===== src/rtl/dec_ram_pingpong_ctrl_if.sv =====
// Bus bundle between the ping-pong controller, the frame loader, the
// decoder read port and the DEC_RAM macro. The controller takes the slave
// modport and the surrounding environment takes the master modport.
interface dec_ram_pingpong_ctrl_if #(
    parameter int DATA_WIDTH = 1,
    parameter int ADDR_WIDTH = 8
);
    logic                  wr_valid;
    logic [DATA_WIDTH-1:0] wr_data;
    logic                  wr_ready;
    logic                  rd_frame_avail;
    logic                  rd_req;
    logic [ADDR_WIDTH-1:0] rd_addr;
    logic                  rd_grant;
    logic                  rd_data_valid;
    logic [DATA_WIDTH-1:0] rd_data;
    logic                  rd_bank_done;
    logic [ADDR_WIDTH-1:0] ram_address;
    logic [DATA_WIDTH-1:0] ram_data_in;
    logic                  ram_we;
    logic                  ram_cs;
    logic                  ram_rs;
    logic [DATA_WIDTH-1:0] ram_data_out;
    logic [3:0]            bank_state;

    modport slave (
        input  wr_valid, wr_data, rd_req, rd_addr, rd_bank_done, ram_data_out,
        output wr_ready, rd_frame_avail, rd_grant, rd_data_valid, rd_data,
               ram_address, ram_data_in, ram_we, ram_cs, ram_rs, bank_state
    );

    modport master (
        output wr_valid, wr_data, rd_req, rd_addr, rd_bank_done, ram_data_out,
        input  wr_ready, rd_frame_avail, rd_grant, rd_data_valid, rd_data,
               ram_address, ram_data_in, ram_we, ram_cs, ram_rs, bank_state
    );
endinterface


===== src/rtl/dec_ram_pingpong_ctrl.sv =====
// Ping-pong controller for the two-bank DEC_RAM. A loader fills one bank
// while the decoder reads the other; one RAM access is issued per cycle,
// with a fair alternation between writer and reader when both want it.
module dec_ram_pingpong_ctrl #(
    parameter int DATA_WIDTH = 1,
    parameter int ADDR_WIDTH = 8,
    parameter int RAM_DEPTH  = 256
) (
    input  logic                   clk,
    input  logic                   rst,
    dec_ram_pingpong_ctrl_if.slave bus
);
    typedef enum logic [1:0] {
        EMPTY = 2'd0,
        FILL  = 2'd1,
        FULL  = 2'd2,
        READ  = 2'd3
    } bank_state_t;

    typedef enum logic {
        GRANT_WRITE = 1'b0,
        GRANT_READ  = 1'b1
    } grant_t;

    localparam logic [ADDR_WIDTH-1:0] LAST_ADDR = ADDR_WIDTH'(RAM_DEPTH - 1);

    bank_state_t           bank_q [2];
    bank_state_t           bank_d [2];
    logic                  wr_bank_q;
    logic                  wr_bank_d;
    logic                  rd_bank_q;
    logic                  rd_bank_d;
    logic [ADDR_WIDTH-1:0] wr_cnt_q;
    logic [ADDR_WIDTH-1:0] wr_cnt_d;
    grant_t                last_grant_q;
    grant_t                last_grant_d;
    logic                  rd_valid_q;

    bank_state_t           wr_bank_state;
    bank_state_t           rd_bank_state;
    logic                  frame_avail;
    logic                  wr_eligible;
    logic                  rd_eligible;
    logic                  grant_wr;
    logic                  grant_rd;
    logic                  release_bank;

    // Eligibility and arbitration; rst gates requests so outputs stay low while reset is held.
    always_comb begin
        wr_bank_state = bank_q[wr_bank_q];
        rd_bank_state = bank_q[rd_bank_q];
        frame_avail   = (rd_bank_state == FULL) || (rd_bank_state == READ);
        wr_eligible   = !rst && bus.wr_valid &&
                        ((wr_bank_state == EMPTY) || (wr_bank_state == FILL));
        rd_eligible   = !rst && bus.rd_req && frame_avail;
        grant_rd      = rd_eligible && (!wr_eligible || (last_grant_q == GRANT_WRITE));
        grant_wr      = wr_eligible && !grant_rd;
        release_bank  = !rst && bus.rd_bank_done && frame_avail;
    end

    // Next-state: write progress, first-read marking, then bank release (release wins).
    always_comb begin
        bank_d[0]    = bank_q[0];
        bank_d[1]    = bank_q[1];
        wr_bank_d    = wr_bank_q;
        rd_bank_d    = rd_bank_q;
        wr_cnt_d     = wr_cnt_q;
        last_grant_d = last_grant_q;

        if (wr_eligible && rd_eligible) begin
            last_grant_d = grant_rd ? GRANT_READ : GRANT_WRITE;
        end

        if (grant_wr) begin
            if (wr_cnt_q == LAST_ADDR) begin
                bank_d[wr_bank_q] = FULL;
                wr_bank_d         = ~wr_bank_q;
                wr_cnt_d          = '0;
            end else begin
                wr_cnt_d = wr_cnt_q + 1'b1;
                if (wr_bank_state == EMPTY) begin
                    bank_d[wr_bank_q] = FILL;
                end
            end
        end

        if (grant_rd && (rd_bank_state == FULL)) begin
            bank_d[rd_bank_q] = READ;
        end

        if (release_bank) begin
            bank_d[rd_bank_q] = EMPTY;
            rd_bank_d         = ~rd_bank_q;
        end
    end

    // Drive the RAM port from whichever side won this cycle, all zeros when idle.
    always_comb begin
        bus.wr_ready       = grant_wr;
        bus.rd_grant       = grant_rd;
        bus.ram_cs         = grant_wr || grant_rd;
        bus.ram_we         = grant_wr;
        bus.ram_rs         = 1'b0;
        bus.ram_address    = '0;
        bus.ram_data_in    = '0;
        if (grant_wr) begin
            bus.ram_rs      = wr_bank_q;
            bus.ram_address = wr_cnt_q;
            bus.ram_data_in = bus.wr_data;
        end else if (grant_rd) begin
            bus.ram_rs      = rd_bank_q;
            bus.ram_address = bus.rd_addr;
        end
        bus.rd_data_valid  = rd_valid_q;
        bus.rd_data        = rd_valid_q ? bus.ram_data_out : '0;
        bus.rd_frame_avail = frame_avail;
        bus.bank_state     = {bank_q[1], bank_q[0]};
    end

    // State registers; reset drops any partial frame but leaves RAM contents alone.
    always_ff @(posedge clk or posedge rst) begin
        if (rst) begin
            bank_q[0]    <= EMPTY;
            bank_q[1]    <= EMPTY;
            wr_bank_q    <= 1'b0;
            rd_bank_q    <= 1'b0;
            wr_cnt_q     <= '0;
            last_grant_q <= GRANT_WRITE;
            rd_valid_q   <= 1'b0;
        end else begin
            bank_q[0]    <= bank_d[0];
            bank_q[1]    <= bank_d[1];
            wr_bank_q    <= wr_bank_d;
            rd_bank_q    <= rd_bank_d;
            wr_cnt_q     <= wr_cnt_d;
            last_grant_q <= last_grant_d;
            rd_valid_q   <= grant_rd;
        end
    end
endmodule


===== src/flat_wrapper.sv =====
// flat-port wrapper written by rule: the top's interface ports become plain ports
module dec_ram_pingpong_ctrl_flat 
#(
    parameter int DATA_WIDTH = 1,
    parameter int ADDR_WIDTH = 8,
    parameter int RAM_DEPTH  = 256
)
  (clk, rst, bus_wr_valid, bus_wr_data, bus_rd_req, bus_rd_addr, bus_rd_bank_done, bus_ram_data_out, bus_wr_ready, bus_rd_frame_avail, bus_rd_grant, bus_rd_data_valid, bus_rd_data, bus_ram_address, bus_ram_data_in, bus_ram_we, bus_ram_cs, bus_ram_rs, bus_bank_state);
  dec_ram_pingpong_ctrl_if #(.DATA_WIDTH(DATA_WIDTH), .ADDR_WIDTH(ADDR_WIDTH)) bus_i ();
  input  logic clk;
  input  logic rst;
  input wire logic [$bits(bus_i.wr_valid)-1:0] bus_wr_valid;
  input wire logic [$bits(bus_i.wr_data)-1:0] bus_wr_data;
  input wire logic [$bits(bus_i.rd_req)-1:0] bus_rd_req;
  input wire logic [$bits(bus_i.rd_addr)-1:0] bus_rd_addr;
  input wire logic [$bits(bus_i.rd_bank_done)-1:0] bus_rd_bank_done;
  input wire logic [$bits(bus_i.ram_data_out)-1:0] bus_ram_data_out;
  output wire logic [$bits(bus_i.wr_ready)-1:0] bus_wr_ready;
  output wire logic [$bits(bus_i.rd_frame_avail)-1:0] bus_rd_frame_avail;
  output wire logic [$bits(bus_i.rd_grant)-1:0] bus_rd_grant;
  output wire logic [$bits(bus_i.rd_data_valid)-1:0] bus_rd_data_valid;
  output wire logic [$bits(bus_i.rd_data)-1:0] bus_rd_data;
  output wire logic [$bits(bus_i.ram_address)-1:0] bus_ram_address;
  output wire logic [$bits(bus_i.ram_data_in)-1:0] bus_ram_data_in;
  output wire logic [$bits(bus_i.ram_we)-1:0] bus_ram_we;
  output wire logic [$bits(bus_i.ram_cs)-1:0] bus_ram_cs;
  output wire logic [$bits(bus_i.ram_rs)-1:0] bus_ram_rs;
  output wire logic [$bits(bus_i.bank_state)-1:0] bus_bank_state;
  assign bus_i.wr_valid = bus_wr_valid;
  assign bus_i.wr_data = bus_wr_data;
  assign bus_i.rd_req = bus_rd_req;
  assign bus_i.rd_addr = bus_rd_addr;
  assign bus_i.rd_bank_done = bus_rd_bank_done;
  assign bus_i.ram_data_out = bus_ram_data_out;
  assign bus_wr_ready = bus_i.wr_ready;
  assign bus_rd_frame_avail = bus_i.rd_frame_avail;
  assign bus_rd_grant = bus_i.rd_grant;
  assign bus_rd_data_valid = bus_i.rd_data_valid;
  assign bus_rd_data = bus_i.rd_data;
  assign bus_ram_address = bus_i.ram_address;
  assign bus_ram_data_in = bus_i.ram_data_in;
  assign bus_ram_we = bus_i.ram_we;
  assign bus_ram_cs = bus_i.ram_cs;
  assign bus_ram_rs = bus_i.ram_rs;
  assign bus_bank_state = bus_i.bank_state;
  dec_ram_pingpong_ctrl #(.DATA_WIDTH(DATA_WIDTH), .ADDR_WIDTH(ADDR_WIDTH), .RAM_DEPTH(RAM_DEPTH)) u_core (.clk(clk), .rst(rst), .bus(bus_i));
endmodule

===== config.mk =====
export PLATFORM = sky130hd
export DESIGN_NAME = dec_ram_pingpong_ctrl_flat
export DESIGN_NICKNAME = d
export VERILOG_FILES = /design/src/rtl/dec_ram_pingpong_ctrl_if.sv /design/src/rtl/dec_ram_pingpong_ctrl.sv /design/src/flat_wrapper.sv
export SDC_FILE = /design/constraint.sdc
export NUM_CORES = 1
export LEC_CHECK = 0
export BUFFER_PORTS_ARGS = -buffer_cell sky130_fd_sc_hd__buf_2
export CORE_UTILIZATION = 43
export DETAILED_ROUTE_END_ITERATION = 12
export GPL_TIMING_DRIVEN = 0
export PLACE_DENSITY = 0.81
export SLEW_MARGIN = 40
export SYNTH_ARGS = -nofsm -noshare
export SYNTH_HDL_FRONTEND = slang
export SYNTH_SLANG_ARGS = --single-unit

===== constraint.sdc =====
create_clock -name clk -period 2 [get_ports clk]
set_input_delay 0.5 -clock clk [delete_from_list [all_inputs] [get_ports clk]]
set_output_delay 0.5 -clock clk [all_outputs]
set_load 0.01 [all_outputs]

# After elaboration in Yosys (flattened, before gate mapping)
# Index checks and enable logic that the tools add are counted.
dict set report classes {
  reduce_logical 21
  bitwise_logic 14
  eq_ne 4
  n_addsub 1
  magnitude_cmp 4
  n_mux 23
}
# operator count
set op_table {}
lappend op_table {{two-way mux 8 bit} 3}
lappend op_table {{two-way mux 4 bit} 5}
lappend op_table {{two-way mux 2 bit} 8}
lappend op_table {{logical AND 1 bit} 12}
lappend op_table {{adder 8 x 1 -> 8 bit (second input constant)} 1}
lappend op_table {{equality test 8 bit (second input constant)} 1}
lappend op_table {{two-way mux 1 bit} 5}
lappend op_table {{AND 2 bit} 2}
lappend op_table {{AND 4 bit} 1}
lappend op_table {{demux 2 bit (select 1 bit)} 2}
lappend op_table {{equality test 2 bit (second input constant)} 2}
lappend op_table {{greater-or-equal comparator 2 bit (second input constant)} 2}
lappend op_table {{logical OR 1 bit} 4}
lappend op_table {{< comparator 2 x 1 -> 1 bit (second input constant)} 2}
lappend op_table {{NOT 1 -> 2 bit} 2}
lappend op_table {{NOT 2 bit} 2}
lappend op_table {{NOT 4 bit} 1}
lappend op_table {{OR 2 bit} 2}
lappend op_table {{OR 4 bit} 1}
lappend op_table {{logical NOT 1 bit} 3}
lappend op_table {{NOT 1 bit} 3}
lappend op_table {{equality test 2 x 1 -> 1 bit (second input constant)} 1}
lappend op_table {{logical NOT 2 bit} 1}
lappend op_table {{AND reduction 2 bit} 1}
dict set report totals {
  regBits 16
  out_inout_bits 21
  inputBits 15
}

# Longest topological paths before layout
# Gate-level depths: netlist of the first run.
dict set report depth {
  ltp_word 17
  depth_mapped 7
  mapped_depth_nobuf 5
}

# Worst setup path after synthesis of the first run
# OpenSTA, ideal clock, no wires.
dict set report synth_path {
  kind {register to output}
  startpoint {register u_core.rd_bank_q}
  endpoint {output bus_ram_address[1]}
  arrival_ns 1.601
  stages_incl_launch_ff 8
  n_path_buf 2
  setup_slack_ns -0.101
  cell_sequence {dfrtp_1 -> buf_4 -> mux2i_1 -> inv_1 -> nand2_1 -> a211oi_1 -> buf_2 -> a22o_1}
}
dict set report synth_between {
  elab_chain_cells 11
}
# item line
set synth_lines {}
lappend synth_lines {{from (decl)} dec_ram_pingpong_ctrl.sv:31} ;# logic rd_bank_q;
lappend synth_lines {{from (signal assigned)} dec_ram_pingpong_ctrl.sv:134} ;# rd_bank_q <= rd_bank_d;
lappend synth_lines {{NOT 1 -> 2 bit (implied by the code) *} dec_ram_pingpong_ctrl.sv:51} ;# rd_bank_state = bank_q[rd_bank_q];
lappend synth_lines {{two-way mux 2 bit (implied by the code) * (3 in series)} dec_ram_pingpong_ctrl.sv:51}
lappend synth_lines {{equality test 2 bit} dec_ram_pingpong_ctrl.sv:52} ;# frame_avail = (rd_bank_state == FULL) || (rd_bank_state == READ);
lappend synth_lines {{logical OR 1 bit *} dec_ram_pingpong_ctrl.sv:52}
lappend synth_lines {{net bus_rd_frame_avail} flat_wrapper.sv:19} ;# output wire logic [$bits(bus_i.rd_frame_avail)-1:0] bus_rd_frame_avail;
lappend synth_lines {{logical AND 1 bit *} dec_ram_pingpong_ctrl.sv:55} ;# rd_eligible = !rst && bus.rd_req && frame_avail;
lappend synth_lines {{logical AND 1 bit *} dec_ram_pingpong_ctrl.sv:56} ;# grant_rd = rd_eligible && (!wr_eligible || (last_grant_q == GRANT_WRITE));
lappend synth_lines {{net bus_rd_grant} flat_wrapper.sv:20} ;# output wire logic [$bits(bus_i.rd_grant)-1:0] bus_rd_grant;
lappend synth_lines {{logical NOT 1 bit} dec_ram_pingpong_ctrl.sv:57} ;# grant_wr = wr_eligible && !grant_rd;
lappend synth_lines {{logical AND 1 bit} dec_ram_pingpong_ctrl.sv:57}
lappend synth_lines {{two-way mux 8 bit *} dec_ram_pingpong_ctrl.sv:106} ;# if (grant_wr) begin
lappend synth_lines {{to (decl)} flat_wrapper.sv:23} ;# output wire logic [$bits(bus_i.ram_address)-1:0] bus_ram_address;
# The timed path passes the listed nets; every way through them passes the cells marked *. The select of a mux whose other input is x is not followed.

# Worst setup path in the final report of the first run
dict set report layout_path {
  startpoint {register u_core.rd_bank_q}
  endpoint {output bus_ram_address[5]}
}
dict set report layout_between {
  elab_chain_cells 11
}
# item line
set layout_lines {}
lappend layout_lines {{NOT 1 -> 2 bit (implied by the code) *} dec_ram_pingpong_ctrl.sv:51}
lappend layout_lines {{two-way mux 2 bit (implied by the code) * (3 in series)} dec_ram_pingpong_ctrl.sv:51}
lappend layout_lines {{equality test 2 bit} dec_ram_pingpong_ctrl.sv:52}
lappend layout_lines {{logical OR 1 bit *} dec_ram_pingpong_ctrl.sv:52}
lappend layout_lines {{logical AND 1 bit *} dec_ram_pingpong_ctrl.sv:55}
lappend layout_lines {{logical AND 1 bit *} dec_ram_pingpong_ctrl.sv:56}
lappend layout_lines {{logical NOT 1 bit} dec_ram_pingpong_ctrl.sv:57}
lappend layout_lines {{logical AND 1 bit} dec_ram_pingpong_ctrl.sv:57}
lappend layout_lines {{two-way mux 8 bit *} dec_ram_pingpong_ctrl.sv:106}
# Every way passes the cells marked *; elsewhere a longest branch is shown, timed or not. The select of a mux whose other input is x is not followed.

==> results.toml, run 1 <==
[detailed_routing]
drcViolationCount = 0
drt_iter0_drc = 25
firstDrtPassIters = 4
drt_wl_total_mm = 2.84
ant_nets = 0
viasPerCell = 5.90
dr_total_vias = 1050
avgRoutedWirePerCell_um = 15.9

[synthesis]
synth-seq-area-share_pct = 40.6
synthXorXnorAreaFrac_pct = 4.44
async_reset_ff_share_pct = 100
synth-edff-count = 0
synthTopCellsByArea = "dfrtp_1 41%, a22o_1 7.1%, xnor2_1 3.6%"
netlist_area_um2 = 986
synth_nets = 114
synth_cells = 98
syn_avg_cell_area_um2 = 10.1
yosys.area_share.simple_pct = 20.1
synth_ff_type = "dfrtp_1"
post-synth-top-count-cell = "dfrtp_1"
yosysTopAreaCellShare_pct = 40.6
synth_warnings = 0
muxShareOfSynthArea_pct = 5.33
yosysUniqueCellTypes = 37
synth_fa_ha_area_share_pct = 1.27
ys_top_cells_by_count = "16 x dfrtp_1, 8 x a22o_1, 5 x and3_1, 5 x inv_1, 5 x nor2b_1"
synth-compound-area-share_pct = 22.0
synth-seq-cells = 16
synth_top_family_by_area = "compound AO/OA/AOI/OAI gates"
yosys.area.top_type = "dfrtp_1"

[place]
port_buffers = 35
dp_cells = 160
hpwl_mm = 1.69
pre_cts_ws_ns = -0.316
place_congestion = 0.834

[grt]
grt_pass1_vias = 953
gr-total-overflow = 0
grtUsageTotal_pct = 24.0
grt_max_degree = 17
antenna_found_initial = 0
grt_pass1_wl_mm = 4.52

[outcome]
status = "finished with violations"
violations = "negative setup slack"

[clock_network]
cts_tree = "done"
cts_buffer_depth = 2
clock_latency_ns = 0.29
cts_root_buffer = "clkbuf_4"
htree_num_levels = 1
clock-sinks = 16
numCtsBuffers = 3
path_clk_slew_ns = 0.10

[critical_path]
timing.critical_path.slowest_stage_cell = "dfrtp_2"
end_kind = "output port"
cp.buffers_inverters = 1
critPathTopFamily = "simple AND/OR/NAND/NOR gates"
startpoint_type = "flip-flop"
slowest_delay_ns = 0.45
cp_cell_sequence = "mux2i_4 -> or4_4 -> and2_4 -> a22o_1 -> buf_2"
critical_path_required_ns = 1.50
worstSetupPathType = "reg2out"
critPathMaxFanout = 6
arrival_ns = 1.92

[timing]
period_needed_ns = 2.42
fmax_ghz = 0.413
finalMaxSlewViolations = 0
setup_ws_ns = -0.422
setup_viol = 14
max_slew_margin_pct = 57.3
clock-skew-final_ns = 0.000824
period_share_pct = 121
tightest_slew_ns = 0.641
hold_viol = 0
rsz0062_at_grt = "true"

[floorplan]
num_io_pins = 36
dieHeight_um = 49.9
die_area_um2 = 2490
core_region_area_um2 = 2060
fp.dieW_um = 49.9
rows = 16
start_util_pct = 47.8

[pwr]
powerDensity_nw_per_um2 = 619
peakVddDrop_mv = 0.609
p_leak_uw = 0.000749

[cells_and_area]
finalNetCount = 168
drive_gt1_share_pct = 50.3
instances_no_fill = 178
area_delta_synth_final_pct = 47.3
antenna_cells = 0

[min_path]
min_path_type = "in2async"

[flow_run]
max-cap-violations = 0
layout make-up:
class	count	area (um2)
flip-flops and latches	16	403
clock buffers	4	36.3
multi-input cells	71	584
inverters	5	21.3
plain buffers	5	38.8
fillers	158	609
well taps	27	33.8
repair buffers	50	335
final timing paths:
kind                                                start                                 end  slack (ns)  cells past startpoint
min                                                   rst  u_core.bus.bank_state[0]$_DFF_PP0_        0.36                      2
max                          u_core.rd_bank_q$_DFFE_PP0P_                  bus_ram_address[5]       -0.42                      5
max reg2reg                u_core.wr_cnt_q[0]$_DFFE_PP0N_  u_core.bus.bank_state[0]$_DFF_PP0_        0.16                      6
max in group asynchronous                             rst  u_core.bus.bank_state[3]$_DFF_PP0_        1.19                      2
min reg2reg                u_core.wr_cnt_q[6]$_DFFE_PP0N_      u_core.wr_cnt_q[6]$_DFFE_PP0N_        0.50                      1
min in group clk           u_core.wr_cnt_q[6]$_DFFE_PP0N_      u_core.wr_cnt_q[6]$_DFFE_PP0N_        0.50                      1
repair_timing:
item | in CTS | in global routing
setup endpoints to repair | 13 | 15
buffers inserted | 15 | 2
resized for setup | 20 | 15
pin swaps | 12 | 7
cloned | 1 | 0
endpoints found under the hold margin | 0 | 0
hold buffers | 0 | 0
kinds of logic (layout without fill, tap and decap cells):
group / Yosys count / after routing
buffers and inverters: 12 / 64
AO/OA/AOI/OAI: 27 / 27
flip-flops: 16 / 16
adder cells (fa/ha/maj): 1 / 1
AND/OR/NAND/NOR: 32 / 33
XOR/XNOR: 5 / 5
multiplexers: 5 / 5
cells in the final DEF, fill, tap and decap left out, drive strengths merged, types with 2 or more instances in the layout:
master  netlist  final
o21ai         3      3
nand2         4      4
nor2          3      3
and4          2      2
nand3         4      4
a31o          2      2
xnor2         4      4
a21oi         2      2
o21a          2      2
clkbuf        2      6
nor2b         5      5
mux2i         3      3
and2          3      4
buf           5     53
and3          5      5
inv           5      5
a22o          8      8
a32o          2      2
mux2          2      2
nand3b        2      2
nand4b        2      2
dfrtp        16     16
power breakdown:
part / internal [uW] / leakage [uW] / switching (uW)
clock: 111 / 0.0000210 / 114
sequential: 378 / 0.000200 / 71.1
combinational: 122 / 0.000528 / 103
total: 611 / 0.000749 / 288
per-layer routing:
| metal | up-vias | GRT usage, % | routed length, um |
|---|---|---|---|
| li1 | 475 | - | - |
| met1 | 515 | 28.6 | 1150 |
| met2 | 48 | 41.0 | 1470 |
| met3 | 12 | 4.32 | 126 |
| met4 | 0 | 11.4 | 88 |
| met5 | - | 0 | 0 |
per-stage QoR:
step / TNS (ns) / total power [uW] / utilization (%) / hold slack (ns) / area [um2]
after floorplan: -0.539 / 593 / - / 0.414 / 993
after global placement: -3.26 / 659 / 58.3 / 0.483 / 1200
after detailed placement: -3.49 / 670 / 58.3 / 0.489 / 1200
after CTS: -5.06 / 892 / 67.7 / 0.359 / 1400
after global routing: -5.75 / 954 / 70.4 / 0.415 / 1450
final: -4.98 / 899 / 70.4 / 0.361 / 1450
registers in the layout, indices dropped and copies added (netlist names):
signal,flops
u_core.bus.bank_state,4
u_core.wr_cnt_q,8
u_core.rd_bank_q,1
u_core.last_grant_q,1
u_core.bus.rd_data_valid,1
u_core.wr_bank_q,1
(Power assumes the default switching activity.)
==> inputs of run 2 (changes only) <==
--- a/config.mk
+++ b/config.mk
@@ -6,10 +6,11 @@
 export NUM_CORES = 1
 export LEC_CHECK = 0
 export BUFFER_PORTS_ARGS = -buffer_cell sky130_fd_sc_hd__buf_2
-export CORE_UTILIZATION = 43
+export CORE_UTILIZATION = 45
+export CTS_BUF_LIST = sky130_fd_sc_hd__clkbuf_4
 export DETAILED_ROUTE_END_ITERATION = 12
 export GPL_TIMING_DRIVEN = 0
-export PLACE_DENSITY = 0.81
+export PLACE_DENSITY = 0.84
 export SLEW_MARGIN = 40
 export SYNTH_ARGS = -nofsm -noshare
 export SYNTH_HDL_FRONTEND = slang
==> run 2 against run 1 <==
  * The flow still finishes with violations (negative setup slack)
  * Core utilization shrank 1.2 points
  * Clock-buffer cell count shrank 1
  * Register-to-register slack lost 0.17 ns
  * Critical path depth is the same
  * Critical endpoint is now bus_ram_address[0]
  * Largest cell class unchanged
==> results.toml, run 2 (synthesis results as in run 1) <==
[critical_path]
startpoint_type = "flip-flop"
critPathTopFamily = "simple AND/OR/NAND/NOR gates"
critPathMaxFanout = 6
worstSetupPathType = "reg2out"
cp.buffers_inverters = 1
ff2ff_setup_slack_ns = -0.01
cp_cell_sequence = "mux2i_2 -> or4_4 -> and2_4 -> a22o_1 -> buf_2"
startpoint = "u_core.rd_bank_q$_DFFE_PP0P_"
cp-endpoint = "bus_ram_address[0]"
arrival_ns = 1.89
critical_path_required_ns = 1.50
timing.critical_path.slowest_stage_cell = "or4_4"
slowest_delay_ns = 0.47
end_kind = "output port"
reg2reg_to = "u_core.wr_cnt_q[0]$_DFFE_PP0N_"
path_depth = 5
rr_worst_depth = 7
reg2reg_from = "u_core.rd_bank_q$_DFFE_PP0P_"

[pwr]
p_leak_uw = 0.000715
peakVddDrop_mv = 0.633
powerDensity_nw_per_um2 = 627
finalPower_uw = 869

[floorplan]
num_io_pins = 36
core_region_area_um2 = 2000
dieHeight_um = 48.8
fp.dieW_um = 48.8
start_util_pct = 49.3
die_area_um2 = 2380
rows = 16

[outcome]
status = "finished with violations"
violations = "negative setup slack"

[grt]
gr-total-overflow = 0
antenna_found_initial = 0
grt_pass1_wl_mm = 4.31
grt_pass1_vias = 943
grt_max_degree = 17
grtUsageTotal_pct = 23.6

[timing]
max_slew_margin_pct = 58.0
tightest_slew_ns = 0.630
finalMaxSlewViolations = 0
setup_viol = 15
holdWs_ns = 0.342
period_share_pct = 120
clock-skew-final_ns = 0.00860
hold_viol = 0
setup_ws_ns = -0.390
fin_tns_setup_ns = -4.42
rsz0062_at_grt = "true"
fmax_ghz = 0.418
period_needed_ns = 2.39

[place]
hpwl_mm = 1.72
place_congestion = 0.828
port_buffers = 35

[cells_and_area]
mostFrequentLayoutCell = "buf_2"
fillers = 178
post-route-util_pct = 69.3
antenna_cells = 0
final_cell_mix = "32 x buf_2, 13 x dfrtp_1, 9 x buf_6, 9 x buf_4, 8 x a22o_1"
finalNetCount = 165
register_area_um2 = 404
top_register = "u_core.wr_cnt_q"
drive_gt1_share_pct = 47.3
multiInputGateArea_um2 = 566
area_delta_synth_final_pct = 40.6
largest_reg_flops = 8

[detailed_routing]
drt_wl_total_mm = 2.74
avgRoutedWirePerCell_um = 15.7
drcViolationCount = 0
drt_iter0_drc = 31
firstDrtPassIters = 4
viasPerCell = 5.71
dr_total_vias = 999
ant_nets = 0

[clock_network]
numCtsBuffers = 3
cts_buffer_depth = 2
clock-sinks = 16
htree_num_levels = 1
clock_latency_ns = 0.30
path_clk_slew_ns = 0.10
cts_tree = "done"
cts_root_buffer = "clkbuf_4"

[flow_run]
max-cap-violations = 0

[min_path]
min_path_type = "in2async"
## run 2: layer usage
layer	track usage [%]	vias up	wire length [um]
li1	-	467	-
met1	25.7	498	1060
met2	44.7	27	1520
met3	5.30	7	113
met4	7.35	0	52
met5	0	-	0
## run 2: worst min-delay path by stage
stage,end,cells past startpoint,startpoint
6_report,u_core.bus.bank_state[1]$_DFF_PP0_,2,rst
5_1_grt,u_core.bus.bank_state[1]$_DFF_PP0_,2,rst
2_1_floorplan,u_core.bus.bank_state[0]$_DFF_PP0_,1,rst
4_1_cts,u_core.bus.bank_state[1]$_DFF_PP0_,2,rst
3_5_place_dp,u_core.wr_cnt_q[6]$_DFFE_PP0N_,1,u_core.wr_cnt_q[6]$_DFFE_PP0N_
3_3_place_gp,u_core.wr_cnt_q[6]$_DFFE_PP0N_,1,u_core.wr_cnt_q[6]$_DFFE_PP0N_
## run 2: report_power, final
part           internal, uW  switching, uW  total (uW)
Combinational           127            106         233
Sequential              378           77.6         456
Clock                  72.7            107         180
## run 2: area by class of cell
class,instances,share of cell area [%]
timing repair buffer,47,21.3
multi-input combinational,71,40.8
clock buffer,3,1.62
tap,27,2.44
inverter,5,1.35
clock inverter,1,0.271
sequential,16,29.2
buffer,5,3.07
## run 2: metrics by stage
stage	instance area [um2]	cells	setup WS, ns
after floorplan	993	98	-0.0697
after global placement	1200	160	-0.305
after detailed placement	1200	160	-0.326
after CTS	1360	173	-0.456
after global routing	1390	175	-0.434
final	1390	175	-0.390
## run 2: what timing repair did
item                                    4_1_cts  5_1_grt
gates resized for setup                      20        3
endpoints found under the setup margin       14       17
pin swaps                                     9        2
gates cloned                                  2        0
setup buffers                                 9        2
hold buffers                                  0        0
## run 2: worst reg2reg max path, stage by stage, from the launching register on
cell,delay [ns]
dfrtp_2,0.44
mux2i_2,0.18
or4_4,0.47
and2_4,0.19
buf_6,0.12
buf_4,0.13
buf_6,0.11
mux2_2,0.26
==> inputs of run 3 (changes only) <==
--- a/config.mk
+++ b/config.mk
@@ -15,3 +15,4 @@
 export SYNTH_ARGS = -nofsm -noshare
 export SYNTH_HDL_FRONTEND = slang
 export SYNTH_SLANG_ARGS = --single-unit
+export TNS_END_PERCENT = 5
==> run 3 against run 2 <==
  * The flow still finishes with violations (negative setup slack)
  * Die area did not move
  * Flip-flop and latch count did not move
  * Clock skew fell by 0.0053 ns
  * Combinational power fell by 6%
  * Core utilization fell by 0.88 points
  * Clock power barely moved
  * First-iteration DRC count rose by 3.2%
  * Worst hold slack got worse by 0.014 ns
  * Largest power group unchanged
==> results.toml, run 3 (synthesis results as in run 1) <==
[clock_network]
htree_num_levels = 1
cts_tree = "done"
path_clk_slew_ns = 0.09
cts_hold_buf = 0
cts_buffer_depth = 2
clock-sinks = 16
clock_latency_ns = 0.29
numCtsBuffers = 3
cts_root_buffer = "clkbuf_4"

[critical_path]
arrival_ns = 1.92
critPathMaxFanout = 10
rr_worst_depth = 5
critical_path_required_ns = 1.50
end_kind = "output port"
startpoint_type = "flip-flop"
reg2reg_to = "u_core.wr_cnt_q[0]$_DFFE_PP0N_"
reg2reg_from = "u_core.rd_bank_q$_DFFE_PP0P_"
worstSetupPathType = "reg2out"
ff2ff_setup_slack_ns = 0.16

[pwr]
peakVddDrop_mv = 0.508
p_leak_uw = 0.000704
p_sw_share_pct = 32.7
powerDensity_nw_per_um2 = 620
clkPwrFrac_pct = 20.8
p_seq_share_pct = 53.5
switchingPower_uw = 278
internal-power_uw = 571
comb_power_share_pct = 25.7

[grt]
grt_pass1_vias = 804
grtUsageTotal_pct = 20.7
grt_max_degree = 17
grt_pass1_wl_mm = 3.73
gr-total-overflow = 0
antenna_found_initial = 0

[floorplan]
core_region_area_um2 = 2000
fp.dieW_um = 48.8
die_area_um2 = 2380
num_io_pins = 36
start_util_pct = 49.3
dieHeight_um = 48.8
rows = 16

[cells_and_area]
fillers = 157
finalNetCount = 164
area_delta_synth_final_pct = 38.8
antenna_cells = 0
instances_no_fill = 174
drive_gt1_share_pct = 47.6
post-route-util_pct = 68.4
final_cell_mix = "32 x buf_2, 13 x dfrtp_1, 11 x buf_4"
mostFrequentLayoutCell = "buf_2"
largest_reg_flops = 8
top_register = "u_core.wr_cnt_q"

[place]
pre_cts_ws_ns = -0.325
hpwl_mm = 1.61
place_congestion = 0.826
port_buffers = 35
dp_cells = 160

[timing]
period_share_pct = 121
finalMaxSlewViolations = 0
fmax_ghz = 0.414
rsz0062_at_grt = "true"
period_needed_ns = 2.42
setup_ws_ns = -0.416
setup_viol = 13
tightest_slew_ns = 0.598
clock-skew-final_ns = 0.00327
hold_viol = 0
max_slew_margin_pct = 60.1

[detailed_routing]
wl_met3_um = 123
drt_iter0_drc = 32
firstDrtPassIters = 4
dr.max_layer_used = "met4"
avgRoutedWirePerCell_um = 14.9
viasPerCell = 5.69
dr_wl_met2_mm = 1.34
drcViolationCount = 0
wl_met1_mm = 1.03
dr_total_vias = 990
drt_wl_total_mm = 2.59
ant_nets = 0

[outcome]
violations = "negative setup slack"
status = "finished with violations"

[min_path]
min_path_type = "in2async"

[flow_run]
max-cap-violations = 0
run 3: changes by cell type in the layout (fill, tap and decap cells not counted), sizes merged:
cell  change
buf       -1
run 3: repair_timing:
item	CTS	global route
endpoints found under the setup margin	13	15
gates cloned	1	0
buffers inserted	3	8
pin swaps	4	4
resized for setup	7	18
run 3: cell type report:
class                           instances  area [um2]  area share, %
Clock buffer                            3        22.5           1.65
Sequential cell                        16         404           29.5
Inverter                                5        18.8           1.37
Multi-Input combinational cell         71         567           41.4
Buffer                                  5        35.0           2.56
Tap cell                               27        33.8           2.47
Timing Repair Buffer                   46         284           20.7
Clock inverter                          1        3.75          0.274
run 3: power by group through the flow:
stage	combinational, uW	sequential, uW	clock [uW]
after floorplan	154	438	0
after global placement	205	453	0
after detailed placement	212	459	0
after CTS	216	453	182
after global routing	241	468	199
final	218	454	177
run 3: per-layer routing:
metal / global-route usage, % / up-vias
li1: - / 467
met1: 24.9 / 468
met2: 36.6 / 44
met3: 2.80 / 11
met4: 8.82 / 0
met5: 0 / -
run 3: worst max-delay path by stage:
stage | from | end | slack (ns) | cells after the start
finish | u_core.rd_bank_q$_DFFE_PP0P_ | bus_ram_data_in | -0.42 | 5
CTS | u_core.rd_bank_q$_DFFE_PP0P_ | bus_ram_data_in | -0.43 | 5
floorplan | u_core.rd_bank_q$_DFFE_PP0P_ | bus_ram_address[0] | -0.07 | 6
global route | u_core.wr_bank_q$_DFFE_PP0P_ | bus_ram_address[4] | -0.48 | 7
detailed placement | bus_wr_valid | bus_ram_address[2] | -0.32 | 7
global placement | bus_wr_valid | bus_ram_address[2] | -0.31 | 7
run 3: metrics by stage:
step	hold slack (ns)	setup TNS, ns	area (um2)	total power (uW)
global placement	0.483	-3.37	1200	659
floorplan	0.414	-0.507	988	593
global route	0.366	-5.66	1370	908
CTS	0.353	-4.93	1260	851
finish	0.328	-4.81	1370	849
detailed placement	0.484	-3.55	1200	671
run 3: critical path: stages, from the launching register on:
cell and delay (ns):
dfrtp_2 0.45, mux2i_4 0.20, or4_4 0.47, buf_4 0.20
and3_1 0.18, buf_2 0.13
